--- config.mk ---
export PLATFORM = sky130hd
export DESIGN_NAME = bin2bcd_seq
export DESIGN_NICKNAME = d
export VERILOG_FILES = /design/src/rtl/bin2bcd_seq.sv
export SDC_FILE = /design/constraint.sdc
export NUM_CORES = 1
export LEC_CHECK = 0
export BUFFER_PORTS_ARGS = -buffer_cell sky130_fd_sc_hd__buf_2
export CAP_MARGIN = 40
export CORE_AREA = 2 2 57 86
export DETAILED_ROUTE_END_ITERATION = 8
export DIE_AREA = 0 0 59 88
export PLACE_DENSITY = 0.76
export SLEW_MARGIN = 0
export SYNTH_ARGS = -nofsm -noshare
export SYNTH_HDL_FRONTEND = slang
export SYNTH_SLANG_ARGS = --single-unit
--- constraint.sdc ---
create_clock -name clk -period 1.8 [get_ports clk]
set_input_delay 0.18 -clock clk [delete_from_list [all_inputs] [get_ports clk]]
set_output_delay 0.18 -clock clk [all_outputs]
set_load 0.02 [all_outputs]
--- src/rtl/bin2bcd_seq.sv ---
// Sequential binary-to-BCD converter (shift-add-3), one input bit per clock.
// bcd_out is registered and only updated when a conversion completes.
module bin2bcd_seq #(
  parameter int N_in  = 10,
  parameter int N_dig = 4
) (
  input  logic                 clk,
  input  logic                 rst_n,
  input  logic                 start,
  input  logic [N_in-1:0]      bin_in,
  output logic                 busy,
  output logic                 done,
  output logic [4*N_dig-1:0]   bcd_out
);

  localparam int CW = $clog2(N_in + 1);

  typedef enum logic [1:0] {IDLE, SHIFT, LOAD} state_t;

  state_t               state;
  logic [N_in-1:0]      bin_sr;
  logic [4*N_dig-1:0]   scratch;
  logic [4*N_dig-1:0]   corr;
  logic [CW-1:0]        cnt;

  // Per-digit add-3 so each digit stays in 0..9 after the next doubling.
  for (genvar g = 0; g < N_dig; g++) begin : g_dig
    assign corr[g*4 +: 4] = (scratch[g*4 +: 4] >= 4'd5) ? scratch[g*4 +: 4] + 4'd3
                                                        : scratch[g*4 +: 4];
  end

  always_ff @(posedge clk or negedge rst_n) begin
    if (!rst_n) begin
      state   <= IDLE;
      bin_sr  <= '0;
      scratch <= '0;
      cnt     <= '0;
      busy    <= 1'b0;
      done    <= 1'b0;
      bcd_out <= '0;
    end else begin
      case (state)
        IDLE: begin
          done <= 1'b0;
          busy <= 1'b0;
          if (start) begin
            bin_sr  <= bin_in;
            scratch <= '0;
            cnt     <= CW'(N_in);
            busy    <= 1'b1;
            state   <= SHIFT;
          end
        end
        SHIFT: begin
          scratch <= {corr[4*N_dig-2:0], bin_sr[N_in-1]};
          bin_sr  <= {bin_sr[N_in-2:0], 1'b0};
          cnt     <= cnt - 1'b1;
          if (cnt == CW'(1)) state <= LOAD;
        end
        LOAD: begin
          bcd_out <= scratch;
          done    <= 1'b1;
          busy    <= 1'b0;
          state   <= IDLE;
        end
        default: begin
          state <= IDLE;
          busy  <= 1'b0;
          done  <= 1'b0;
        end
      endcase
    end
  end

endmodule
-- Word level (Yosys, flattened, before mapping)
Cells that the tools add are included.
- bits in registers: 50
- input bits: 13
- output and inout port bits: 18
- word-level logic and storage cells: 41
- $add $sub $neg: 5
- $lt $le $gt $ge: 4
- eq/ne operators: 5
- mux-type cells: 16
- reductions and logical operators: 4
- operators by type and width (kind ; count):
    case mux 16 bit (2 select lines) ; 1
    case mux 10 bit (2 select lines) ; 1
    >= comparator 4 x 3 -> 1 bit, second input constant ; 4
    two-way mux 16 bit ; 1
    two-way mux 4 bit ; 4
    adder 4 x 2 -> 4 bit, second input constant ; 3
    two-way mux 10 bit ; 1
    case mux 4 bit (2 select lines) ; 1
    == test 4 x 1 -> 1 bit, second input constant ; 1
    two-way mux 2 bit ; 2
    inequality test 2 bit, second input constant ; 2
    case mux 1 bit (2 select lines) ; 2
    case mux 2 bit (2 select lines) ; 1
    AND reduction 2 bit ; 2
    subtractor 4 x 1 -> 4 bit, second input constant ; 1
    adder 3 x 2 -> 3 bit, second input constant ; 1
    two-way mux 3 bit ; 1
    == test 2 x 1 -> 1 bit, second input constant ; 1
    == test 2 bit, second input constant ; 1
    logical NOT 2 bit ; 1
    nonzero test 2 bit ; 1
    two-way mux 1 bit ; 1

-- Depth between registers and ports, before layout
Gate-level depths: netlist of the first run.
- depth after elaboration: 3
- depth in mapped cells: 5
- depth with buffers taken out: 5

-- Worst setup path after synthesis of the first run
OpenSTA, ideal clock, no wires.
- kind: reg-to-reg
- start: register scratch[4]
- end: register scratch[6]
- setup time: 0.104 ns
- arrival time: 1.231 ns
- required time: 1.696 ns
- setup slack: 0.465 ns
- stages on the path, launching flop included: 6
- buffers on the path: 0
- period minus slack after synthesis: 1.335 ns
- path through: dfrtp_1 inv_1 ha_1 nor2b_1 o21a_1 o311ai_1
- cells in the longest elaborated chain, start to end: 3
- elaborated cells on any way between the ends: 4
- classes of those cells: add/sub (1); order compare (1); mux (2)
- RTL lines (what ; RTL line ; source):
    start: declaration ; 22 ; logic [4*N_dig-1:0] scratch;
    start signal: assignment ; 55 ; scratch <= {corr[4*N_dig-2:0], bin_sr[N_in-1]};
    adder 4 x 2 -> 4 bit or >= comparator 4 x 3 -> 1 bit (tied branches) ; 28 ; assign corr[g*4 +: 4] = (scratch[g*4 +: 4] >= 4'd5) ? scratch[g*4 +: 4] + 4'd3
    two-way mux 4 bit * ; 28 ;
    case mux 16 bit (2 select lines) * ; 42 ; case (state)
Mark *: on every way between the ends. The rest lies on a longest branch, timed or not.
A chain may end at the register's enable or synchronous reset.

-- Worst setup path after layout of the first run
Same ends and word-level chain as after synthesis.

==> summary.txt, run 1 <==
Outcome
  – Status: finished, final reports clean

Die
  – Width of the die: 59 microns
  – Core area: 0.00443 sq mm
  – Starting Density: 55.2%
  – Die area: 0.00519 sq mm
  – Die Y: 88 microns
  – Num ports: 31
  – Placement Rows: 30

Logic synthesis
  – Yosys warns: 0
  – Cell accounting for the most synthesized area: dfrtp_1
  – Simple-gate portion of the synthesized area: 10.2%
  – Adder-cell share of the synthesized area: 5.12%
  – Largest family of logic cells by synthesized area: compound AO/OA/AOI/OAI gates
  – Post-synthesis async set-or-reset flop share: 100%
  – Top cell type's share of synthesized area: 51.2%
  – Main synth FF type: dfrtp_1
  – Cell variety after synth: 36
  – Syn Area/Cell: 10.4 sq um
  – Mux share of post-synthesis cell area: 0.819%
  – Synth Cell Area: 0.00244 sq mm
  – Syn_nets: 258
  – Synth Register Bits: 50
  – Main area contributors after synthesis: dfrtp_1, ha_1, nand2_1
  – Post-Syn Instances: 235
  – EDFF count, synth: 0
  – Sequential fraction of the synthesis area: 51.2%
  – Compound-cell area share of the yosys netlist: 25.1%
  – Post-synthesis xor/xnor area fraction: 1.08%

Placement
  – IO buf count: 30
  – Global placement routability congestion: 0.893
  – Inst Count DP: 309
  – Placed wire-length estimate: 3350 microns
  – Setup slack after placement: 0.287 ns

Finish
  – Fin cells: 318
  – Final Net Count: 292
  – Area Growth Syn to Fin: 11.7%
  – Antenna diodes: 0
  – Share of cells above drive strength 1: 20.0%

STA
  – RSZ-0062 raised after global routing: false
  – Hold slack: 0.137 ns
  – Rel. slew slack: 58.8%
  – Number of hold violations in the final report: 0
  – Achievable Freq: 642 MHz
  – Least-Margin Pin Slew: 0.618 ns
  – Worst Clk Skew: 0.0127 ns
  – Tcrit/Tclk final: 86.5%
  – Final Worst Setup Slack: 0.242 ns
  – Crit path time final: 1.56 ns
  – Setup violations, final: 0
  – Fin Setup TNS: 0 ns
  – Pins Over Slew Limit: 0

Clocking
  – # hold bufs at CTS: 1
  – Post-cts sizing count: 0
  – Number of CTS-inserted buffers: 5
  – Setup bufs post-CTS: 0
  – CTS tree: built
  – # clock sinks: 50
  – Worst skew pair latency: 0.31 ns
  – Worst-path clk slew: 0.10 ns
  – H-tree Lvls: 2
  – CTS max path bufs: 2
  – Clk root buf: clkbuf_8

Global route
  – Number of global-route vias before repair: 1,883
  – Grt total ovfl: 0
  – First-pass GRT wire length: 8250 microns
  – GRT Total Usage: 20.7%
  – Initial antenna violation count: 0
  – Pin count of the biggest net entering global routing: 51

Hold path
  – Worst hold start: bin_in[2]
  – Hold WC Path Type: input port to register

Critical path
  – Worst Path Class, Setup: register to register
  – Worst Setup SP: scratch[4]$_DFFE_PN0P_
  – Critical Path RT: 2.00 ns
  – Critical path arrival: 1.76 ns
  – CP max FO: 4
  – Critical Path Source Type: register
  – R2r startpoint: scratch[4]$_DFFE_PN0P_
  – Crit. End Element: register

Pwr
  – P_int: 0.00260 W
  – Switching pwr: 0.00180 W
  – Switching share of total power: 40.9%
  – Sequential share of power: 41.1%
  – Lkg Pwr: 1.29 nW
  – Power Dens Cells: 1610 mW/mm^2
  – Max VDD drop: 0.000790 V
  – Tot Pwr: 0.00440 W
  – Clock group share of total power: 15.0%
  – Combinational share of power: 43.9%

Routing
  – WL final: 4700 microns
  – Remaining DRCs: 0
  – Vias per std cell: 5.80
  – Via count: 1,845
  – Final ANT Viol Nets: 0
  – Iter 0 DRT Violations: 66
  – WL/cell: 14.8 microns
  – TritonRoute pass-1 iters: 4

Job
  – Max-cap violations: 0
==> metal layers <==
metal | global-route usage (%) | vias up | wire length [microns]
met5 | 0 | - | 0
met3 | 3.84 | 6 | 128
met1 | 23.9 | 892 | 2060
li1 | - | 915 | -
met4 | 7.64 | 0 | 60
met2 | 37.2 | 32 | 2450
==> critical path, stage by stage, from the launching register on <==
cell	delay, ns
dfrtp_1	0.43
inv_1	0.12
ha_1	0.25
nor2b_1	0.17
o21a_1	0.22
o311ai_1	0.27
==> worst paths after layout <==
path,slack (ns),cells past startpoint,end
max in group asynchronous,0.88,3,scratch[7]$_DFFE_PN0P_
worst max-delay path,0.24,5,scratch[6]$_DFFE_PN0P_
worst min-delay path,0.14,3,bin_sr[2]$_DFFE_PN0P_
worst max register to register,0.24,5,scratch[6]$_DFFE_PN0P_
min in group asynchronous,0.50,3,cnt[0]$_DFFE_PN0P_
worst min register to register,0.48,2,bcd_out[3]$_DFFE_PN0P_
==> cell families after synthesis <==
group | after synthesis
buffers and inverters | 31
AOI/OAI and AO/OA | 86
muxes | 2
adders and majority gates | 10
xor gates and xnor gates | 3
and+or+nand+nor | 53
DFF | 50
==> placed cells by master, fill, tap and decap left out, types with 2 or more instances in the layout <==
master / Yosys / final
o221ai_1: 2 / 2
a22oi_1: 9 / 9
o221ai_2: 2 / 2
ha_1: 10 / 10
mux2i_1: 2 / 2
nand2_1: 30 / 30
buf_2: 4 / 30
buf_4: 2 / 8
o32ai_1: 3 / 3
clkbuf_8: 0 / 5
nor2_1: 3 / 3
xnor2_1: 3 / 3
nor2b_1: 13 / 13
o21a_1: 5 / 5
a31oi_1: 2 / 2
o31ai_1: 2 / 2
o311ai_1: 4 / 4
nand2b_1: 3 / 3
o31ai_2: 2 / 2
a32o_1: 5 / 5
o21ai_0: 20 / 20
o21ai_1: 11 / 11
dfrtp_1: 50 / 50
a21oi_1: 9 / 9
inv_1: 19 / 19
o2111ai_1: 7 / 7
==> registers in the layout, indices dropped and copies added (netlist names) <==
| register | count |
|---|---|
| bcd_out | 16 |
| scratch | 16 |
| bin_sr | 10 |
| cnt | 4 |
| state | 2 |
| busy | 1 |
| done | 1 |
==> synth_stat cells, types with 2 or more instances <==
master	n
a21oi_1	9
a22oi_1	9
a31oi_1	2
a32o_1	5
buf_2	4
buf_4	2
buf_6	2
clkbuf_1	2
dfrtp_1	50
ha_1	10
inv_1	19
mux2i_1	2
nand2_1	30
nand2b_1	3
nor2_1	3
nor2b_1	13
o2111ai_1	7
o21a_1	5
o21ai_0	20
o21ai_1	11
o221ai_1	2
o221ai_2	2
o311ai_1	4
o31ai_1	2
o31ai_2	2
o32ai_1	3
xnor2_1	3
==> power groups by stage <==
stage               clock [W]  sequential [W]  combinational [W]
floorplan                   0         0.00194            0.00135
global placement            0         0.00182            0.00189
detailed placement          0         0.00183            0.00195
CTS                  0.000675         0.00181            0.00196
global route         0.000709         0.00187            0.00219
finish               0.000658         0.00181            0.00193
==> per-stage QoR <==
step | utilization (%) | cell area, sq um
6_report | 61.6 | 2730
5_1_grt | 61.6 | 2730
4_1_cts | 61.6 | 2730
3_5_place_dp | 59.4 | 2630
3_3_place_gp | 59.4 | 2630
2_1_floorplan | - | 2440
==> area by class of cell <==
type                       count  area, sq um
fill                         392         1700
clock inverter                 3         21.3
multi-input combinational    154         1040
timing repair buffer          39          220
clock buffer                   5         68.8
tap                           48         60.1
inverter                      19         71.3
sequential                    50         1250
Note: power is estimated with default switching activity, not from simulation.
==> run 2, diff against run 1 <==
--- a/config.mk
+++ b/config.mk
@@ -5,11 +5,13 @@
 export SDC_FILE = /design/constraint.sdc
 export NUM_CORES = 1
 export LEC_CHECK = 0
-export BUFFER_PORTS_ARGS = -buffer_cell sky130_fd_sc_hd__buf_2
 export CAP_MARGIN = 40
-export CORE_AREA = 2 2 57 86
+export CELL_PAD_IN_SITES_DETAIL_PLACEMENT = 1
+export CELL_PAD_IN_SITES_GLOBAL_PLACEMENT = 1
+export CORE_AREA = 2 2 61 92
 export DETAILED_ROUTE_END_ITERATION = 8
-export DIE_AREA = 0 0 59 88
+export DIE_AREA = 0 0 63 94
+export DONT_BUFFER_PORTS = 1
 export PLACE_DENSITY = 0.76
 export SLEW_MARGIN = 0
 export SYNTH_ARGS = -nofsm -noshare
==> run 2 against run 1 <==
Against the previous run: final area down 3.0%; routed wire length rose by 12%; non-clock buffer count decreased by 30; register-to-register slack worse by 0.04 ns; clock skew fell by 0.0059 ns; first-iteration DRC count is 36% lower; die area is 14% higher; maximum frequency decreased by 2.4%; critical path type unchanged; largest cell class unchanged; highest routed layer unchanged.
==> summary.txt, run 2 (same netlist as run 1, synthesis figures left out) <==
Outcome
  – Status: finished, final reports clean

STA
  – Fin Setup TNS: 0 ns
  – Achievable Freq: 627 MHz
  – RSZ-0062 raised after global routing: false
  – Pins Over Slew Limit: 0
  – Final Worst Setup Slack: 0.204 ns
  – Worst Clk Skew: 0.00679 ns
  – Least-Margin Pin Slew: 0.569 ns
  – Number of hold violations in the final report: 0
  – Tcrit/Tclk final: 88.7%
  – Setup violations, final: 0
  – Crit path time final: 1.60 ns
  – Rel. slew slack: 62.1%

Critical path
  – CP cell instances: inv_1 -> ha_1 -> nor2b_1 -> o21a_1 -> o32ai_1
  – CP max FO: 4
  – CP delay by family, top: compound AO/OA/AOI/OAI gates
  – Critical Path Source Type: register
  – Worst path slowest cell: dfrtp_1
  – Critical Path RT: 2.01 ns
  – WP buf/inv: 1
  – Max incr delay on CP: 0.42 ns
  – Critical path arrival: 1.80 ns
  – Crit. End Element: register
  – Worst Path Class, Setup: register to register

Finish
  – Final Net Count: 262
  – Most frequent cells in the layout: dfrtp_1, nand2_1, o21ai_0, inv_1, nor2b_1
  – Fin cells: 308
  – Largest registers: bcd_out x16, scratch x16, bin_sr x10
  – Antenna diodes: 0
  – Filler Cells Inserted: 564
  – Share of cells above drive strength 1: 10.0%
  – Commonest non-fill, non-tap cell in the layout: dfrtp_1
  – Area Growth Syn to Fin: 8.35%

Global route
  – Number of global-route vias before repair: 1,955
  – Pin count of the biggest net entering global routing: 51
  – Initial antenna violation count: 0
  – GRT Total Usage: 19.9%
  – First-pass GRT wire length: 9190 microns
  – Grt total ovfl: 0

Die
  – Num ports: 31
  – Width of the die: 63 microns
  – Die area: 0.00592 sq mm
  – Core area: 0.00508 sq mm
  – Starting Density: 48.1%
  – Die Y: 94 microns
  – Placement Rows: 32

Pwr
  – Clock group share of total power: 18.1%
  – Switching share of total power: 41.0%
  – Sequential share of power: 44.8%
  – Power Dens Cells: 1690 mW/mm^2
  – Switching pwr: 0.00184 W
  – Combinational share of power: 37.1%
  – Max VDD drop: 0.000836 V
  – Lkg Pwr: 1.16 nW
  – P_int: 0.00265 W

Clocking
  – Number of CTS-inserted buffers: 5
  – Worst-path clk slew: 0.09 ns
  – Clk root buf: clkbuf_8
  – CTS tree: built
  – # hold bufs at CTS: 2
  – Setup bufs post-CTS: 0
  – # clock sinks: 50
  – CTS max path bufs: 2
  – Worst skew pair latency: 0.32 ns
  – H-tree Lvls: 2
  – Post-cts sizing count: 0

Routing
  – Vias per std cell: 5.78
  – Routed met3 length: 219 microns
  – Iter 0 DRT Violations: 42
  – Met1 wire length: 2150 microns
  – WL final: 5280 microns
  – Via count: 1,780
  – Top Layer Used: met4
  – Remaining DRCs: 0
  – Met2 routed WL: 2800 microns
  – Final ANT Viol Nets: 0
  – WL/cell: 17.1 microns
  – TritonRoute pass-1 iters: 4

Placement
  – Inst Count DP: 298
  – Setup slack after placement: 0.224 ns
  – Global placement routability congestion: 0.800
  – Placed wire-length estimate: 3560 microns
  – IO buf count: 0

Hold path
  – Hold WC Path Type: input port to register

Job
  – Max-cap violations: 0
==> run 2: changes by cell type in the layout (fill, tap and decap cells not counted), sizes merged <==
| cell | before | now |
|---|---|---|
| clkinv | 2 | 0 |
| buf | 38 | 8 |
| clkinvlp | 1 | 2 |
| bufinv | 0 | 1 |
==> run 2: power by group through the flow <==
stage                     clock network (W)  logic, W  registers [W]
final                              0.000812   0.00166        0.00201
after global routing               0.000879   0.00189        0.00208
after CTS                          0.000833   0.00169        0.00202
after detailed placement                  0   0.00164        0.00203
after global placement                    0   0.00158        0.00202
after floorplan                           0   0.00135        0.00194
==> run 2: final cells by class <==
cell class	count	area, sq um	share of cell area [%]
sequential	50	1250	47.3
clock buffer	5	68.8	2.60
clock inverter	3	45.0	1.70
multi-input combinational	154	1040	39.1
tap	68	85.1	3.21
timing repair buffer	9	90.1	3.40
inverter	19	71.3	2.69
==> run 2: final timing paths <==
kind                                        startpoint                       to  slack, ns  cells after the start
worst max-delay path            scratch[4]$_DFFE_PN0P_   scratch[8]$_DFFE_PN0P_       0.20                      5
worst min-delay path                         bin_in[0]    bin_sr[0]$_DFFE_PN0P_       0.03                      1
worst max register to register  scratch[4]$_DFFE_PN0P_   scratch[8]$_DFFE_PN0P_       0.20                      5
worst min register to register   bin_sr[0]$_DFFE_PN0P_    bin_sr[0]$_DFFE_PN0P_       0.51                      1
max in group asynchronous                        rst_n    bin_sr[7]$_DFFE_PN0P_       1.21                      2
min in group asynchronous                        rst_n  bcd_out[14]$_DFFE_PN0P_       0.37                      2
==> run 2: layer usage <==
metal	global-route usage, %	vias to the layer above
met5	0	-
met4	10.2	0
met3	4.20	10
met2	34.4	43
met1	23.1	877
li1	-	850
==> run 2: per-stage QoR <==
step           hold WS (ns)  util (%)  area, sq um  power [W]
2_1_floorplan        -0.116         -         2440    0.00329
3_3_place_gp         -0.114      49.1         2500    0.00360
3_5_place_dp         -0.115      49.1         2500    0.00367
4_1_cts              0.0245      52.1         2650    0.00454
5_1_grt              0.0395      52.1         2650    0.00485
6_report             0.0289      52.1         2650    0.00448
==> run 3, diff against run 2 <==
--- a/config.mk
+++ b/config.mk
@@ -12,6 +12,7 @@
 export DETAILED_ROUTE_END_ITERATION = 8
 export DIE_AREA = 0 0 63 94
 export DONT_BUFFER_PORTS = 1
+export MAX_ROUTING_LAYER = met4
 export PLACE_DENSITY = 0.76
 export SLEW_MARGIN = 0
 export SYNTH_ARGS = -nofsm -noshare
==> run 3 against run 2 <==
Against the previous run: final area unchanged; register-to-register slack hardly changed; core utilization unchanged; routed wire length barely moved; first-iteration DRC count increased by 45%; largest cell class unchanged; largest power group unchanged; highest routed layer unchanged.
==> summary.txt, run 3 (same netlist as run 1, synthesis figures left out) <==
STA
  – Achievable Freq: 627 MHz
  – Least-Margin Pin Slew: 0.569 ns
  – Tcrit/Tclk final: 88.6%
  – Rel. slew slack: 62.0%
  – Fin Setup TNS: 0 ns
  – Number of hold violations in the final report: 0
  – Setup violations, final: 0
  – Crit path time final: 1.59 ns
  – RSZ-0062 raised after global routing: false
  – Worst Clk Skew: 0.00634 ns
  – Pins Over Slew Limit: 0

Critical path
  – WP buf/inv: 1
  – Worst path slowest cell: dfrtp_1
  – Crit. End Element: register
  – Worst Setup SP: scratch[4]$_DFFE_PN0P_
  – R2R setup slack: 0.21 ns
  – Reg-to-Reg End: scratch[8]$_DFFE_PN0P_
  – R2r startpoint: scratch[4]$_DFFE_PN0P_
  – Max incr delay on CP: 0.42 ns
  – Critical path arrival: 1.80 ns
  – R2R cell count: 5
  – Worst setup path endpoint: scratch[8]$_DFFE_PN0P_
  – Critical path depth in cells: 5
  – Critical Path Source Type: register
  – Critical Path RT: 2.01 ns
  – Worst Path Class, Setup: register to register
  – CP max FO: 4
  – CP delay by family, top: compound AO/OA/AOI/OAI gates
  – CP cell instances: inv_1 -> ha_1 -> nor2b_1 -> o21a_1 -> o32ai_1

Clocking
  – H-tree Lvls: 2
  – Worst skew pair latency: 0.32 ns
  – Worst-path clk slew: 0.09 ns
  – Clk root buf: clkbuf_8
  – # clock sinks: 50
  – CTS tree: built
  – CTS max path bufs: 2
  – Post-cts sizing count: 0
  – Number of CTS-inserted buffers: 5
  – Setup bufs post-CTS: 0

Finish
  – Sequential cell area: 0.00125 sq mm
  – Area of the multi-input gates: 0.00104 sq mm
  – Most frequent cells in the layout: dfrtp_1, nand2_1, o21ai_0, inv_1, nor2b_1
  – Share of cells above drive strength 1: 10.0%
  – Commonest non-fill, non-tap cell in the layout: dfrtp_1
  – Filler Cells Inserted: 564
  – Area Growth Syn to Fin: 8.35%
  – Largest registers: bcd_out x16, scratch x16, bin_sr x10
  – Antenna diodes: 0
  – Final Net Count: 262
  – Final Core Density: 52.1%

Routing
  – Routed met3 length: 195 microns
  – Top Layer Used: met4
  – Met1 wire length: 2180 microns
  – TritonRoute pass-1 iters: 4
  – Vias per std cell: 5.76
  – Remaining DRCs: 0
  – WL/cell: 17.1 microns
  – Met2 routed WL: 2800 microns
  – WL final: 5280 microns
  – Final ANT Viol Nets: 0
  – Iter 0 DRT Violations: 61
  – Via count: 1,775

Die
  – Num ports: 31
  – Width of the die: 63 microns
  – Core area: 0.00508 sq mm
  – Die area: 0.00592 sq mm
  – Starting Density: 48.1%
  – Die Y: 94 microns
  – Placement Rows: 32

Pwr
  – Switching share of total power: 41.0%
  – Sequential share of power: 44.8%
  – Clock group share of total power: 18.1%
  – Switching pwr: 0.00184 W
  – Lkg Pwr: 1.16 nW
  – P_int: 0.00265 W
  – Power Dens Cells: 1690 mW/mm^2
  – Max VDD drop: 0.000836 V
  – Combinational share of power: 37.1%

Job
  – Max-cap violations: 0

Global route
  – Pin count of the biggest net entering global routing: 51
  – First-pass GRT wire length: 9190 microns
  – Number of global-route vias before repair: 1,954
  – Grt total ovfl: 0
  – Initial antenna violation count: 0
  – GRT Total Usage: 20.5%

Placement
  – IO buf count: 0
  – Global placement routability congestion: 0.812
  – Placed wire-length estimate: 3560 microns

Hold path
  – Hold WC Path Type: input port to register

Outcome
  – Status: finished, final reports clean
==> run 3: cell type report <==
cell class                 count  area share, %
sequential                    50           47.3
inverter                      19           2.69
timing repair buffer           9           3.40
clock inverter                 3           1.70
clock buffer                   5           2.60
tap                           68           3.21
multi-input combinational    154           39.1
==> run 3: layer usage <==
metal / vias to the layer above / global-route usage [%]
met4: 0 / 10.2
li1: 849 / -
met3: 12 / 3.96
met2: 37 / 34.4
met5: - / -
met1: 877 / 23.2
==> run 3: repair_timing <==
item	in CTS	in global routing
hold buffers	2	0
setup endpoints to repair	0	0
hold endpoints to repair	50	0
==> run 3: how the worst min path moves through the flow <==
stage / endpoint / cells past startpoint / start
after floorplan: bcd_out[0]$_DFFE_PN0P_ / 0 / rst_n
after global placement: bcd_out[14]$_DFFE_PN0P_ / 0 / rst_n
after detailed placement: bcd_out[13]$_DFFE_PN0P_ / 0 / rst_n
after CTS: bin_sr[0]$_DFFE_PN0P_ / 1 / bin_in[0]
after global routing: bin_sr[0]$_DFFE_PN0P_ / 1 / bin_in[0]
final: bin_sr[0]$_DFFE_PN0P_ / 1 / bin_in[0]
==> run 3: power by group through the flow <==
stage	combinational, W	sequential (W)	clock (W)
2_1_floorplan	0.00135	0.00194	0
3_3_place_gp	0.00158	0.00202	0
3_5_place_dp	0.00164	0.00203	0
4_1_cts	0.00169	0.00202	0.000833
5_1_grt	0.00189	0.00208	0.000879
6_report	0.00166	0.00201	0.000812
==> run 3: stage by stage <==
| step | setup slack, ns | total power, W | hold slack [ns] | instance area (sq um) | cells |
|---|---|---|---|---|---|
| 2_1_floorplan | 0.465 | 0.00329 | -0.116 | 2440 | 235 |
| 3_3_place_gp | 0.274 | 0.00360 | -0.114 | 2500 | 298 |
| 3_5_place_dp | 0.224 | 0.00367 | -0.115 | 2500 | 298 |
| 4_1_cts | 0.189 | 0.00454 | 0.0245 | 2650 | 308 |
| 5_1_grt | 0.130 | 0.00485 | 0.0395 | 2650 | 308 |
| 6_report | 0.206 | 0.00449 | 0.0292 | 2650 | 308 |
==> run 3: worst reg2reg max path: stages, from the launching register on <==
cell and delay (ns):
dfrtp_1 0.42, inv_1 0.12, ha_1 0.27, nor2b_1 0.18, o21a_1 0.22, o32ai_1 0.28
